==> config.mk <==
export PLATFORM = sky130hd
export DESIGN_NAME = coin_acceptor
export DESIGN_NICKNAME = d
export VERILOG_FILES = /design/src/rtl/coin_acceptor.sv
export SDC_FILE = /design/constraint.sdc
export NUM_CORES = 1
export LEC_CHECK = 0
export ABC_AREA = 1
export BUFFER_PORTS_ARGS = -buffer_cell sky130_fd_sc_hd__buf_2
export CAP_MARGIN = 25
export CORE_MARGIN = 1.5
export CORE_UTILIZATION = 35
export DETAILED_ROUTE_END_ITERATION = 16
export GPL_ROUTABILITY_DRIVEN = 0
export PLACE_DENSITY = 0.51
export RECOVER_POWER = 100
export SLEW_MARGIN = 10
export SYNTH_ARGS = -nofsm -noshare
export SYNTH_HDL_FRONTEND = slang
export SYNTH_SLANG_ARGS = --single-unit
export TNS_END_PERCENT = 20
==> constraint.sdc <==
create_clock -name clk -period 1.6 [get_ports clk]
set_input_delay 0.16 -clock clk [delete_from_list [all_inputs] [get_ports clk]]
set_output_delay 0.16 -clock clk [all_outputs]
set_load 0.1 [all_outputs]
==> src/rtl/coin_acceptor.sv <==
// Coin acceptor front end: synchronizes the two slot sensors, debounces the sampled code,
// and hands one classified code (or a reject) per insertion to the vending FSM.
module coin_acceptor #(
  parameter int DEBOUNCE_CYCLES = 4
) (
  input  logic       clk,
  input  logic       reset,
  input  logic       sense5,
  input  logic       sense10,
  input  logic       accept_en,
  output logic [1:0] coin,
  output logic       reject,
  output logic       busy,
  output logic [7:0] cnt5,
  output logic [7:0] cnt10,
  output logic [7:0] rej_cnt,
  output logic [2:0] current_state
);

  localparam logic [2:0] IDLE     = 3'b000;
  localparam logic [2:0] DEBOUNCE = 3'b001;
  localparam logic [2:0] EMIT     = 3'b010;
  localparam logic [2:0] RELEASE  = 3'b011;

  localparam logic [3:0] DEB_MAX = 4'(DEBOUNCE_CYCLES);

  // Handshake: coin/reject are registered one-cycle strobes; the vending FSM
  // samples them whenever they are nonzero, there is no back-pressure.
  logic       s5_meta, s5, s10_meta, s10;
  logic [1:0] samp;
  logic [1:0] sample;
  logic [3:0] dcnt;
  logic [2:0] state;
  logic [1:0] fill;
  logic       hold;

  assign samp          = {s10, s5};
  assign busy          = (state != IDLE);
  assign current_state = state;

  always_ff @(posedge clk) begin
    if (reset) begin
      s5_meta  <= 1'b0;
      s5       <= 1'b0;
      s10_meta <= 1'b0;
      s10      <= 1'b0;
      sample   <= 2'b00;
      dcnt     <= 4'd0;
      coin     <= 2'b00;
      reject   <= 1'b0;
      cnt5     <= 8'd0;
      cnt10    <= 8'd0;
      rej_cnt  <= 8'd0;
      state    <= RELEASE;
      fill     <= 2'd0;
      hold     <= 1'b1;
    end else begin
      s5_meta  <= sense5;
      s5       <= s5_meta;
      s10_meta <= sense10;
      s10      <= s10_meta;
      coin     <= 2'b00;
      reject   <= 1'b0;

      // The synchronizers restart empty after reset, so a coin left in the slot
      // is only trusted once the pipeline has refilled and read all-low.
      if (fill != 2'd2) fill <= fill + 2'd1;
      if (hold && fill == 2'd2 && samp == 2'b00) hold <= 1'b0;

      case (state)
        IDLE: begin
          if (samp != 2'b00 && !hold) begin
            state  <= DEBOUNCE;
            sample <= samp;
            dcnt   <= 4'd1;
          end
        end
        DEBOUNCE: begin
          if (samp == 2'b00) begin
            state <= IDLE;
          end else if (samp != sample) begin
            sample <= samp;
            dcnt   <= 4'd1;
          end else if (dcnt < DEB_MAX) begin
            dcnt <= dcnt + 4'd1;
          end else if (accept_en || sample == 2'b11) begin
            state <= EMIT;
            coin  <= sample;
            if (sample == 2'b01) cnt5  <= cnt5 + 8'd1;
            if (sample == 2'b10) cnt10 <= cnt10 + 8'd1;
            if (sample == 2'b11) begin
              reject <= 1'b1;
              if (rej_cnt != 8'hFF) rej_cnt <= rej_cnt + 8'd1;
            end
          end else begin
            state  <= RELEASE;
            reject <= 1'b1;
            if (rej_cnt != 8'hFF) rej_cnt <= rej_cnt + 8'd1;
          end
        end
        EMIT: begin
          state <= RELEASE;
        end
        RELEASE: begin
          if (samp == 2'b00) state <= IDLE;
        end
        default: begin
          state <= IDLE;
        end
      endcase
    end
  end

endmodule

# Word-level counts from Yosys, hierarchy flattened
# Index checks and enable logic that the tools add are counted.
dict set report classes {
  n_mux 21
  n_eq_ne 18
  bitwise_logic 5
  n_reduce_logical 18
  n_addsub 5
  order_cmp 1
}
# cell n
set ops {}
lappend ops {{$add A8 B1 Y8 const B} 3}
lappend ops {{$mux W8} 3}
lappend ops {{$mux W4} 4}
lappend ops {{$mux W3} 5}
lappend ops {{$ne A2 B2 Y1 const B} 6}
lappend ops {{$pmux W3 S4} 1}
lappend ops {{$reduce_and A4 Y1} 3}
lappend ops {{$reduce_and A6 Y1} 2}
lappend ops {{$ne A3 B3 Y1 const B} 3}
lappend ops {{$ne A8 B8 Y1 const B} 1}
lappend ops {{$pmux W4 S2} 1}
lappend ops {{$eq A2 B2 Y1 const B} 3}
lappend ops {{$eq A3 B2 Y1 const B} 2}
lappend ops {{$mux W2} 3}
lappend ops {{$reduce_or A6 Y1} 1}
lappend ops {{$not A1 Y1} 5}
lappend ops {{$reduce_and A5 Y1} 1}
lappend ops {{$reduce_or A5 Y1} 1}
lappend ops {{$add A4 B1 Y4 const B} 1}
lappend ops {{$lt A4 B3 Y1 const B} 1}
lappend ops {{$pmux W2 S2} 1}
lappend ops {{$reduce_bool A2 Y1} 2}
lappend ops {{$eq A3 B1 Y1 const B} 1}
lappend ops {{$logic_and A1 B1 Y1} 3}
lappend ops {{other kinds (9)} 11}
dict set report totals {
  register_bits 43
  out_inout_bits 31
}

# Longest topological paths before layout
# Gate-level depths: netlist of run 1.
dict set report logic_depth {
  depth_word 7
  depth_mapped 9
  ltp_nobuf 9
}

# Worst setup path before layout of run 1
# OpenSTA, ideal clock, no wires.
dict set report synth_path {
  path_type {register to register}
  start {reg rej_cnt[0]}
  end {reg rej_cnt[0]}
  synth_period_minus_slack_ns 2.197
  required_time_ns 1.483
  path_slack_ns -0.597
  path_buffers 0
  stages_incl_launch_ff 9
  arrival_ns 2.080
  path_cell_list {dfxtp_1 > ha_1 > nand2_1 > nor2_1 > a21oi_4 > nand2_2 > inv_1 > nor2_1 > nor2_1}
}
dict set report synth_via {
  elab_chain_len 4
}
# element line
set synth_lines {}
lappend synth_lines {{start: declaration} 16} ;# output logic [7:0] rej_cnt,
lappend synth_lines {{start signal: assignment} 93} ;# if (rej_cnt != 8'hFF) rej_cnt <= rej_cnt + 8'd1;
lappend synth_lines {{start signal: assignment} 98} ;# if (rej_cnt != 8'hFF) rej_cnt <= rej_cnt + 8'd1;
lappend synth_lines {{$add A8 B1 Y8 or $ne A8 B8 Y1 (tied branches)} {93, 98}}
lappend synth_lines {{$mux W8 (*)} {93, 98}}
lappend synth_lines {{$mux W8} 91} ;# if (sample == 2'b11) begin
lappend synth_lines {{$mux W8 (*)} 86} ;# end else if (accept_en || sample == 2'b11) begin
# Mark *: on every way between the ends. The rest lies on a longest branch, timed or not. The select of a mux whose other input is x is not followed.
# A chain may end at the register's enable or synchronous reset.

# Worst setup path in the final report of run 1
dict set report layout_path {
  start {reg s5}
  end {reg rej_cnt[1]}
}
dict set report layout_via {
  elab_chain_len 3
}
# element line
set layout_lines {}
lappend layout_lines {{start: declaration} 29} ;# logic s5_meta, s5, s10_meta, s10;
lappend layout_lines {{start signal: assignment} 59} ;# s5 <= s5_meta;
lappend layout_lines {{$ne A2 B2 Y1 or $logic_not A2 Y1 (tied branches)} {81, 79}}
lappend layout_lines {{$not A1 Y1 (no source line)} n/a}
lappend layout_lines {{$reduce_and A5 Y1 (no source line) (*)} n/a}
# Mark *: on every way between the ends. The rest lies on a longest branch, timed or not.

==> results of run 1 <==
[state kept, by name, summed over array words and instances (netlist names)]
signal	count
cnt10	8
cnt5	8
coin	2
current_state	2
dcnt	4
fill	2
hold	1
rej_cnt	8
reject	1
s10	1
s10_meta	1
s5	1
s5_meta	1
sample	2
[per-layer routing]
layer	global-route usage, %	routed length, µm
met5	0	0
met4	5.59	67
met3	3.63	160
met2	23.4	2060
met1	20.5	2460
[what timing repair did]
action,CTS,global route
setup buffers,0,4
hold buffers,0,0
resized for setup,0,1
setup endpoints to repair,0,17
[worst register-to-register path, stage by stage, from the launching register on]
cell and delay [ns]:
dfxtp_1 0.35, xnor2_2 0.26, nand2_4 0.12, nor2_1 0.21, nand2_2 0.17, o21ai_0 0.21
nor2_1 0.05
[through the flow]
stage / setup slack (ns) / area, µm² / cells / setup TNS [ns] / utilization, %
5_1_grt: -0.0131 / 2670 / 432 / -0.0312 / 44.5
3_3_place_gp: 0.0984 / 2550 / 420 / 0 / 42.5
2_1_floorplan: -0.00653 / 2250 / 307 / -0.0129 / -
3_5_place_dp: 0.0732 / 2550 / 420 / 0 / 42.5
4_1_cts: 0.0600 / 2640 / 428 / 0 / 44.1
6_report: 0.128 / 2670 / 432 / 0 / 44.5
[cells by family after synthesis]
logic type | share of synthesized area (%)
and+or+nand+nor | 35.7
buffers and inverters | 8.34
AOI/OAI and AO/OA | 10.5
DFF | 38.1
xor gates and xnor gates | 4.31
adders and majority gates | 2.84
other | 0.170
[synth_stat cells, types with 2 or more instances]
cell type / n / share of area [%]
nand2_1: 68 / 12
xnor2_1: 4 / 1.6
nor2_1: 25 / 4.3
xor2_1: 5 / 2.0
clkbuf_1: 4 / 0.68
nand2_2: 4 / 1.1
nor2_4: 2 / 1.0
nor3_4: 2 / 1.5
inv_2: 2 / 0.34
o21ai_0: 15 / 3.4
nand3b_1: 7 / 2.4
a21oi_1: 27 / 6.1
nand3_1: 38 / 8.6
inv_1: 37 / 6.3
ha_1: 5 / 2.8
dfxtp_1: 42 / 38
nand4_1: 8 / 2.3
[layout make-up]
class	instances	area, µm²	area share (%)
Inverter	39	146	5.49
Multi-Input combinational cell	220	1180	44.1
Clock buffer	6	82.6	3.10
Timing Repair Buffer	48	275	10.3
Clock inverter	2	11.3	0.423
Tap cell	75	93.8	3.52
Sequential cell	42	880	33.0
[how the worst min path moves through the flow]
stage / startpoint / end / slack (ns) / cells after the start
floorplan: sense10 / s10_meta / 0.27 / 2
detailed placement: sense5 / s5_meta / 0.37 / 3
global placement: sense5 / s5_meta / 0.36 / 3
finish: sense10 / s10_meta / 0.07 / 3
CTS: sense5 / s5_meta / 0.05 / 3
global route: sense10 / s10_meta / 0.05 / 3
[power by group through the flow]
| stage | sequential (W) | clock [W] | combinational, W |
|---|---|---|---|
| floorplan | 0.00120 | 0 | 0.000201 |
| global placement | 0.00115 | 0 | 0.000329 |
| detailed placement | 0.00115 | 0 | 0.000332 |
| CTS | 0.00112 | 0.000753 | 0.000333 |
| global route | 0.00113 | 0.000797 | 0.000368 |
| finish | 0.00112 | 0.000716 | 0.000332 |
[cells in the final DEF (no fill, tap or decap), types with 2 or more instances in the layout]
master	Yosys	layout
dfxtp_1	42	17
nor3_4	2	2
buf_2	0	7
nand3b_1	7	7
nand2_1	68	68
xnor2_1	4	4
a21oi_1	27	27
nand2_2	4	4
inv_2	2	2
o21ai_0	15	15
dfxtp_4	0	3
dfxtp_2	0	22
inv_1	37	37
nand4_1	8	8
nand3_1	38	38
xor2_1	5	5
ha_1	5	5
clkbuf_8	0	6
buf_4	1	14
clkbuf_2	0	27
nor2_1	25	25
==> impl_metrics.tcl, run 1 <==
set metrics [dict create \
    status "completed" \
    power_w 0.00217 \
    timing.hold.worst.class "input port to flip-flop" \
    finalSetupViolCount 0 \
    synth_seq_cells 42 \
    area_delta_synth_final_pct 20.8 \
    ios 36 \
    pwr-share-clk_pct 33.0 \
    drive_gt1_share_pct 27.2 \
    cts_root_buf "clkbuf_8" \
    ys.flop_type "dfxtp_1" \
    slowest_delay_ns 0.35 \
    fillers 631 \
    ys_seq_area_share_pct 38.1 \
    grt_setup_unrepaired "yes" \
    r2r-start "s5" \
    critPathLaunch "s5" \
    clkLatencyLatePin_ns 0.30 \
    synth_fp_nets 317 \
    synth-edff-count 0 \
    vias 2040 \
    core_area_um2 5990 \
    ant_nets 0 \
    path_buf_inv 0 \
    holdWs_ns 0.0670 \
    cts_inserted_buffers 5 \
    synth_area_um2 2210 \
    worstSetupPathType "flip-flop to flip-flop" \
    synth_cells 307 \
    die_h_um 82.4 \
    cts_buffer_depth 2 \
    rows 28 \
    io_buffers 34 \
    worst_pin_slew_ns 0.541 \
    post-dp-hpwl_um 3450 \
    slew_viol_final 0 \
    grt_usage_pct 15.2 \
    drc 0 \
    cap_violations 0 \
    crit_fanout 9 \
    crit_cells 6 \
    arrival_ns 1.66 \
    relSlewSlack_pct 64.1 \
    drt-total-wl_um 4750 \
    crit_path_end_kind "flip-flop" \
    clk_pin_slew_ns 0.08 \
    pwr-share-seq_pct 51.7 \
    r2r_slack_ns 0.13 \
    fin_crit_sh_pct 92.0 \
    drt-pass1-iter-count 6 \
    min_period_ns 1.47 \
    yosysWarnings 0 \
    die-area_um2 6790 \
    startpoint_type "flip-flop" \
    antenna_found_initial 0 \
    r2r_cells 6 \
    viasPerCell 4.72 \
    syn_avg_cell_area_um2 7.19 \
    grt_pass1_wl_um 7850 \
    grt_max_degree 24 \
    crit_slowest_cell "dfxtp_1" \
    p_leak_nw 1.21 \
    initial_core_util_pct 36.8 \
    cpMostUsedCell "nor2_1" \
    first_global_vias 1728 \
    wl_per_cell_um 11.0 \
    antennaDiodeCount 0 \
    drt_iter0_drc 41 \
    nets 366 \
    ir_drop_v 0.000378 \
    cts_tree "built" \
    grt_overflow 0 \
    p_int_w 0.00153 \
    crit_family "simple AND/OR/NAND/NOR gates" \
    cts_sinks 42 \
    power_density_nw_per_um2 813 \
    die_w_um 82.4 \
    async_flop_share_pct 0 \
    fmax_mhz 679 \
    cp-endpoint "rej_cnt[1]" \
    fin_skew_ns 0.0100 \
    switching_share_pct 29.6 \
    critPathRequiredTime_ns 1.78 \
    synth.distinct_cells 29 \
    htreeDepth 2 \
    p_comb_share_pct 15.3 \
    finalHoldViolCount 0 \
    p_sw_w 0.000641 \
    path_cells "xnor2_2 -> nand2_4 -> nor2_1 -> nand2_2 -> o21ai_0 -> nor2_1" \
    r2r-end "rej_cnt[1]" \
]
(Power assumes the default switching activity.)
==> inputs of run 2 (changes only) <==
PLACE_DENSITY = 0.53   (was 0.51)
clock period = 1.2 ns   (was 1.6 ns; I/O delays follow)
==> run 2 against run 1 <==
  * The flow now finishes with violations (negative setup slack)
  * Sequential share of layout area fell by 6.8 points
  * Setup slack worse by 0.26 ns
  * Final area up 29%
  * Sequential power rose by 32%
  * Clock skew decreased by 0.0012 ns
  * First-iteration DRC count increased by 59%
==> impl_metrics.tcl, run 2 (synthesis gave the netlist of run 1 again) <==
set metrics [dict create \
    status "finished with violations" \
    failed_checks "negative setup slack" \
    antenna_found_initial 0 \
    area_delta_synth_final_pct 55.8 \
    grt_setup_unrepaired "yes" \
    ant_nets 0 \
    fin_skew_ns 0.00885 \
    finalHoldViolCount 0 \
    post-route-util_pct 57.4 \
    drc 0 \
    htreeDepth 2 \
    cts_tree "built" \
    drt-pass1-iter-count 4 \
    final_common_cell "nand2_1" \
    clkLatencyLatePin_ns 0.30 \
    r2r_cells 6 \
    viasPerCell 4.76 \
    nets 408 \
    startpoint_type "flip-flop" \
    finalSetupViolCount 34 \
    power_density_nw_per_um2 897 \
    cts_inserted_buffers 5 \
    r2r-start "sample[0]" \
    ctsHoldBuffers 0 \
    crit_path_end_kind "flip-flop" \
    tns_ns -2.34 \
    initial_core_util_pct 36.8 \
    wl_per_cell_um 11.3 \
    die_w_um 82.4 \
    cts_root_buf "clkbuf_8" \
    pre_cts_ws_ns -0.186 \
    die-area_um2 6790 \
    ios 36 \
    worstSetupPathType "flip-flop to flip-flop" \
    slew_viol_final 0 \
    grt_max_degree 21 \
    place_area_um2 3320 \
    post-dp-hpwl_um 3850 \
    timing.hold.worst.class "input port to flip-flop" \
    cp-endpoint "cnt10[3]" \
    fin_ws_ns -0.132 \
    vias 2257 \
    io_buffers 34 \
    fin_area_um2 3440 \
    clk_pin_slew_ns 0.08 \
    die_h_um 82.4 \
    cts_buffer_depth 2 \
    drt_iter0_drc 65 \
    antennaDiodeCount 0 \
    drive_gt1_share_pct 43.6 \
    grt_usage_pct 16.5 \
    grt_overflow 0 \
    ir_drop_v 0.000618 \
    drt-total-wl_um 5350 \
    critPathLaunch "sample[0]" \
    critPathRequiredTime_ns 1.42 \
    largestRegisters "cnt10 x8, cnt5 x8, rej_cnt x8" \
    first_global_vias 1943 \
    core_area_um2 5990 \
    grt_pass1_wl_um 8620 \
    r2r-end "cnt10[3]" \
    fin_crit_sh_pct 111 \
    fmax_mhz 751 \
    final_cell_mix "nand2_1 (60), buf_4 (53), inv_1 (31)" \
    min_period_ns 1.33 \
    r2r_slack_ns -0.13 \
    cts_sinks 42 \
    hold_start "sense5" \
    arrival_ns 1.56 \
    crit_fanout 8 \
    p_leak_nw 1.55 \
    cap_violations 0 \
    rows 28 \
]
[run 2: cell count changes in the layout (fill, tap and decap cells not counted), moves of 7 or more]
cell,previous run,this run
buf_12,0,7
buf_4,14,53
dfxtp_2,22,12
dfxtp_4,3,12
nand3_2,0,8
nand3_1,38,29
buf_6,0,21
a21oi_2,0,7
a21oi_1,27,19
nand2_1,68,60
clkbuf_2,27,0
[run 2: critical path, stage by stage (launching register included)]
cell     delay [ns]
dfxtp_4        0.38
xnor2_4        0.19
nand2_4        0.12
nor2_8         0.21
buf_12         0.15
nand3_2        0.07
a21oi_2        0.14
[run 2: through the flow]
stage                     total power (W)  hold WS, ns  instances
after global routing              0.00323       0.0267        474
after floorplan                   0.00186        0.227        307
after CTS                         0.00312       0.0141        471
final                             0.00308       0.0239        474
after global placement            0.00210        0.322        461
after detailed placement          0.00211        0.336        461
[run 2: layout make-up]
cell class	instances	area (µm²)
fillers	556	2550
repair buffers	90	821
multi-input cells	220	1380
clock inverters	2	11.3
flip-flops and latches	42	901
clock buffers	6	82.6
inverters	39	151
well taps	75	93.8
[run 2: per-layer routing]
layer | track usage, % | wire length [µm]
met2 | 27.5 | 2600
met4 | 6.10 | 94
met5 | 0 | 0
met3 | 3.52 | 204
met1 | 20.9 | 2450
[run 2: repair_timing]
item | in CTS | in global routing
pin swaps | 8 | 21
endpoints found under the setup margin | 36 | 36
gates resized for setup | 29 | 32
setup buffers | 2 | 3
[run 2: how the worst min path moves through the flow]
stage	end	slack (ns)	depth (start not counted)
after floorplan	s10_meta	0.23	2
after global placement	s10_meta	0.32	3
after detailed placement	s5_meta	0.34	3
after CTS	s5_meta	0.01	3
after global routing	s5_meta	0.03	3
final	s5_meta	0.02	3
[run 2: power breakdown]
| group | internal (W) | switching [W] |
|---|---|---|
| Clock | 0.000464 | 0.000488 |
| Sequential | 0.00143 | 0.0000518 |
| Combinational | 0.000252 | 0.000395 |
| Total | 0.00215 | 0.000935 |
